File: src/rtl/uart_tx_en.sv
// 8N1 UART transmitter paced by an external oversample enable strobe.
// Byte accepted on valid && ready; frame is start, 8 data bits LSB first, stop.
//   state | meaning
//   IDLE  | line high, waiting for a byte
//   START | driving the start bit (0)
//   DATA  | shifting out data bits LSB first
//   STOP  | driving the stop bit (1)
module uart_tx_en #(
  parameter int Oversample = 16
) (
  input  logic       clk,
  input  logic       nReset,
  input  logic       en,
  input  logic [7:0] data,
  input  logic       valid,
  output logic       ready,
  output logic       out,
  output logic       busy,
  output logic       done
);

  localparam int CW = $clog2(Oversample);
  localparam logic [CW-1:0] SAMP_MAX = CW'(Oversample - 1);

  typedef enum logic [1:0] {IDLE, START, DATA, STOP} state_t;

  state_t        state, state_d;
  logic [CW-1:0] samp_cnt, samp_d;
  logic [3:0]    bit_cnt, bit_d;
  logic [7:0]    shreg, shreg_d;
  logic          out_d;
  logic          bit_end;
  logic          handshake;

  always_ff @(posedge clk or negedge nReset) begin
    if (!nReset) begin
      state    <= IDLE;
      samp_cnt <= SAMP_MAX;
      bit_cnt  <= 4'd8;
      shreg    <= 8'h00;
      out      <= 1'b1;
    end else begin
      state    <= state_d;
      samp_cnt <= samp_d;
      bit_cnt  <= bit_d;
      shreg    <= shreg_d;
      out      <= out_d;
    end
  end

  always_comb begin
    bit_end   = en && (samp_cnt == '0);
    ready     = (state == IDLE) || ((state == STOP) && bit_end);
    done      = (state == STOP) && bit_end;
    busy      = (state != IDLE);
    handshake = valid && ready;

    state_d = state;
    samp_d  = samp_cnt;
    bit_d   = bit_cnt;
    shreg_d = shreg;

    // the sample counter only runs while a frame is on the line
    if ((state != IDLE) && en) begin
      samp_d = bit_end ? SAMP_MAX : samp_cnt - CW'(1);
    end

    case (state)
      START: begin
        if (bit_end) state_d = DATA;
      end
      DATA: begin
        if (bit_end) begin
          shreg_d = {1'b0, shreg[7:1]};
          bit_d   = bit_cnt - 4'd1;
          if (bit_cnt == 4'd1) state_d = STOP;
        end
      end
      STOP: begin
        if (bit_end) state_d = IDLE;
      end
      default: ;
    endcase

    // a handshake on the final stop tick overrides the return to IDLE
    if (handshake) begin
      state_d = START;
      shreg_d = data;
      samp_d  = SAMP_MAX;
      bit_d   = 4'd8;
    end

    case (state)
      START:   out_d = 1'b0;
      DATA:    out_d = shreg[0];
      default: out_d = 1'b1;
    endcase
  end

endmodule
File: config.mk
export PLATFORM = sky130hd
export DESIGN_NAME = uart_tx_en
export DESIGN_NICKNAME = d
export VERILOG_FILES = /design/src/rtl/uart_tx_en.sv
export SDC_FILE = /design/constraint.sdc
export NUM_CORES = 1
export LEC_CHECK = 0
export ABC_AREA = 1
export CORE_MARGIN = 8
export CORE_UTILIZATION = 35
export DETAILED_ROUTE_END_ITERATION = 12
export HOLD_SLACK_MARGIN = 0.06
export PLACE_DENSITY = 0.66
export SLEW_MARGIN = 20
export SYNTH_ARGS = -nofsm -noshare
export SYNTH_HDL_FRONTEND = slang
export SYNTH_SLANG_ARGS = --single-unit
File: constraint.sdc
create_clock -name clk -period 4.4 [get_ports clk]
set_input_delay 1.32 -clock clk [delete_from_list [all_inputs] [get_ports clk]]
set_output_delay 1.32 -clock clk [all_outputs]
set_load 0.005 [all_outputs]
---- After elaboration in Yosys (flattened, before gate mapping) ----
Index checks and enable logic that the tools add are counted.
word-level totals
  latch bits .............................. 0
  register bits after elaboration ......... 19
  logic and storage cells ................. 45
  memory bits (writable) .................. 0
  bits in read-only memories .............. 0
  output and inout port bits .............. 4
  memories ................................ 0
  input port bits ......................... 12
operators by class
  bitwise operators ....................... 0
  equal/unequal tests ..................... 8
  div/mod/pow operators ................... 0
  multipliers ............................. 0
  add/subtract/negate cells ............... 2
  magnitude comparators ................... 0
  reduce and logical (&&, ||, !) cells .... 14
  shift operators ......................... 0
  muxes and demuxes ....................... 16
operator list
  cell                                               count
  two-way mux 4 bit                                  6
  two-way mux 8 bit                                  3
  inequality test 3 bit (second input constant)      4
  two-way mux 2 bit                                  5
  nonzero test 2 bit                                 4
  subtractor 4 x 1 -> 4 bit (second input constant)  2
  one-hot mux 2 bit (3 select lines)                 1
  AND reduction 5 bit                                1
  == test 2 bit (second input constant)              2
  == test 4 x 1 -> 1 bit (second input constant)     1
  logical AND 1 bit                                  4
  logical NOT 4 bit                                  1
  nonzero test 4 bit                                 1
  == test 2 x 1 -> 1 bit (second input constant)     1
  logical NOT 2 bit                                  1
  one-hot mux 1 bit (2 select lines)                 1
  AND reduction 2 bit                                1
  logical OR 1 bit                                   1

---- Longest topological paths before layout ----
  depth in word-level cells ............... 7
  depth in mapped cells ................... 12
  gate-level depth less buffers ........... 11

---- Worst setup path before layout ----
OpenSTA, ideal clock, no wires.
  kind .................................... in2out
  from .................................... in en
  to ...................................... out ready
  data required time ...................... 3.080 ns
  path buffers ............................ 1
  slack ................................... 1.349 ns
  cell stages on the path ................. 5
  arrival ................................. 1.731 ns
  cell sequence ........................... nand2_1 -> inv_1 -> nand3_2 -> nand2_4 -> clkbuf_8
between the ends
  cells in the longest elaborated chain, start to end .. 3
ends and longest elaborated chain
  what                line  text
  start: declaration  13    input logic en,
  logical AND 1 bit   52    bit_end = en && (samp_cnt == '0);
  logical AND 1 bit   53    ready = (state == IDLE) || ((state == STOP) && bit_end);
  logical OR 1 bit    53
  end: declaration    16    output logic ready,
Every way passes these cells.

---- Final worst setup path ----
Same ends and word-level chain as after synthesis.

==> results.md <==
Routing:
- The detailed router's first-iteration violation count is 79.
- The final antenna-violating net count is 0.
- The number of design rule violations left after detail routing is 0.
- The mean number of vias per cell is 4.74.
- The first detailed-routing pass took 4 iterations.
- The routed layout has between 1k and 1.5k vias.
- The total wire length after detailed routing is 2.52 mm.
- Dividing the detail-routed wire length by the instance count gives 11.7 microns.

Synth:
- For this run, the register share of the synthesized area comes to 0.386.
- During synthesis, Yosys emitted a total of 0 warnings.
- In the post-synthesis netlist, the biggest area contributors are sky130_fd_sc_hd__dfrtp_1 (26%), sky130_fd_sc_hd__nand2_1 (17%), sky130_fd_sc_hd__dfstp_2 (13%), sky130_fd_sc_hd__ha_1 (9.0%), sky130_fd_sc_hd__o211ai_1 (6.6%).
- Synthesis inferred 19 register bits.
- The average instance area after synthesis is ~8 sq um.
- The cell type contributing the most total cell area after synthesis is sky130_fd_sc_hd__dfrtp_1.
- The share of the synthesized area in the top cell type is 0.260.
- The cell count after synthesis is 157.
- The number of unique standard cell types used by synthesis is 24.
- The number of nets handed over by synthesis was between 150 and 200.
- The synthesized cell area is 1250 sq um.

Run status:
- The run finished with clean final reports.

STA:
- Setup repair after global routing left no endpoint under its margin.
- The post-route clock period utilization is 0.916.
- Subtracting the final worst setup slack from the clock period gives just over 4000 ps.
- The worst pin sits at a relative slew slack of 0.417.
- Across all hold checks on the routed design, the worst slack comes to 515 ps.
- The number of pins with negative max-slew slack in the final report was 0.
- Setup violations remaining at the end of the flow were counted as 0.
- In the final timing run, aggregate negative setup slack is 0 ps.
- The largest clock skew in the final design is a little under 5 ps.
- Timing would allow up to between 200 and 250 MHz.
- The final count of hold timing violations came to 0.
- The actual transition at the worst max-transition pin is about 870 ps.

Die:
- The total die area is 5740 sq um.
- The die is 75.8 microns tall.
- The floorplan step set the die width to ~76 microns.
- The area of the core is 3390 sq um.
- The boundary pin count is 16.
- The initialized floorplan defines 21 standard-cell rows.
- The initial utilization of the core area, before any placement, comes to 0.369.

Power and ir drop:
- The sequential power share is 0.367.
- The switching part of the total power is 0.446.
- The worst supply voltage drop on vdd is 0.179 mV.
- Dividing total power by cell area gives a power density of 638 nW/um^2.
- The switching power of the nets is 403 uW.
- The cell internal power dissipation is 501 uW.
- The part of the power in the clock network is 0.099.
- The share of power burned in combinational logic is 0.534.
- The leakage dissipation is 0.724 nW.

Clock tree:
- The number of buffers created by CTS is 3.
- The worst-skew pair later-pin latency is between 200 and 300 ps.
- TritonCTS built the clock tree.
- The number of levels in the clock H-tree is 1.
- Post-CTS repair changed the size of 0 cells.
- The clock passes through at most 2 buffers.
- The post-CTS setup buffer count is 0.
- The clock root buffer is sky130_fd_sc_hd__clkbuf_4.
- The cts-stage hold buffer count is 0.
- The clock net in this run drives a total of 19 sinks.
- The clock transition time at the flip-flop clock pins of the worst setup and hold paths is 110 ps.

Placement:
- The estimated wirelength of the detail-placed design is around 1.8 mm.
- The weighted congestion at the end of routability-driven global placement is between 0.8 and 0.9.
- The number of instances in the placed design is 212.
- The count of port buffers added during placement is 15.

Finish:
- The filler cell count in the final layout is 330.
- After the last flow step, the layout net total stands at 192.
- The antenna diode count is 0.
- The library cell used most frequently in the layout, excluding fill and tap cells, is sky130_fd_sc_hd__nand2_1.
- The synthesis-to-layout area growth is 13.4%.
- The area taken by multi-input logic gates is 646 sq um.
- The top cell types in the final layout, fill and taps aside, are sky130_fd_sc_hd__nand2_1 (58), sky130_fd_sc_hd__nand3_1 (16), sky130_fd_sc_hd__inv_1 (15), sky130_fd_sc_hd__clkdlybuf4s50_1 (15), sky130_fd_sc_hd__dfrtp_1 (13).
- For this run, the number of standard cells in the final layout without fillers is 216.
- In the final layout, flip-flops and latches occupy 483 sq um.
- Of the cells placed in the final design, the portion with a size suffix greater than 1 is 0.0941.

GRT:
- Entering global routing, the biggest net connects 26 pins.
- The overall track demand over capacity in global routing is 0.0968.
- The total congestion overflow after global routing is 0.
- The first global-routing pass estimated 4.33 mm of wire.
- The via count of the first global-routing pass is 1,003.
- The number of antenna violations at the first check in global routing was 0.

Critical path:
- The category of the critical setup timing path is in -> out.
- The worst reg-to-reg path cell count is 11.
- The element type at the critical path start is a primary input.
- The data arrival time of the critical path is about 2700 ps.
- The reg-to-reg critical path startpoint is samp_cnt[0].
- The required time reported for the critical path endpoint is between 3000 and 4000 ps.
- The maximum fanout along the worst path is 11.
- The category of the worst setup path capture point is an output pin.
- For flop-to-flop paths, the worst setup slack is 2530 ps.
- The endpoint of the worst register-to-register path is state[0].

Run:
- Max-cap violations in this run came to 0.

Worst hold path:
- The class of the tightest hold or removal check is reg -> reg.
- The hold path depth is 2.
- The worst hold path begins at samp_cnt[3].
- The worst-case hold path end point is samp_cnt[3].
[cell type report]
type | count | share of cell area
multi-input cells | 117 | 0.455
inverters | 15 | 0.0397
clock buffers | 4 | 0.0185
repair buffers | 15 | 0.106
well taps | 46 | 0.0406
flip-flops and latches | 19 | 0.340
[worst max-delay path: stages]
cell and delay (ps):
sky130_fd_sc_hd__clkdlybuf4s50_1 480, sky130_fd_sc_hd__nand2_1 60, sky130_fd_sc_hd__inv_1 70, sky130_fd_sc_hd__nand3_2 90, sky130_fd_sc_hd__nand2_4 150, sky130_fd_sc_hd__clkdlybuf4s50_1 540
[synthesized netlist by cell type (all sizes together)]
| cell type | instances |
|---|---|
| nor3 | 1 |
| clkbuf | 2 |
| or2 | 3 |
| xor2 | 1 |
| nand3 | 17 |
| nand2 | 61 |
| ha | 9 |
| dfstp | 6 |
| dfrtp | 13 |
| nand4 | 2 |
| o211ai | 11 |
| nor2 | 5 |
| inv | 15 |
| a21oi | 3 |
| a31oi | 1 |
| buf | 4 |
| o21ai | 3 |
[stage by stage]
step	utilization	setup slack [ps]	cell area, sq um	power, mW
after detailed placement	0.411	365	1390	0.819
after floorplan	-	1350	1250	0.717
after CTS	0.419	358	1420	0.912
final	0.419	368	1420	0.905
after global placement	0.411	402	1390	0.801
after global routing	0.419	286	1420	1.01
[state kept, by name, indices dropped and copies added, names as in the netlist]
register and cells:
state 2, samp_cnt 4, shreg 8, bit_cnt 4, out 1
[cell families after synthesis]
kind of cell / share of synthesized area
flops: 0.386
xor+xnor: 0.00700
buf+inv: 0.0980
fa+ha+maj: 0.0900
compound gates: 0.104
simple gates: 0.315
[power groups by stage]
stage / clock network [mW] / logic, mW / registers [mW]
final: 0.0895 / 0.483 / 0.332
after global routing: 0.100 / 0.561 / 0.344
after CTS: 0.0935 / 0.488 / 0.331
after detailed placement: 0 / 0.485 / 0.334
after global placement: 0 / 0.470 / 0.331
after floorplan: 0 / 0.396 / 0.321
[layer usage]
metal  GRT usage  up-vias  share of wire
li1            -      535              -
met1       0.122      473           0.46
met2       0.153       13           0.50
met3      0.0158        2          0.020
met4      0.0533        0          0.017
met5           0        -              0
[how the worst max path moves through the flow]
| stage | endpoint | cells after the start | start |
|---|---|---|---|
| floorplan | ready | 5 | en |
| global placement | ready | 6 | en |
| detailed placement | ready | 6 | en |
| CTS | ready | 6 | en |
| global route | ready | 6 | en |
| finish | ready | 6 | en |
(Power assumes the default switching activity.)
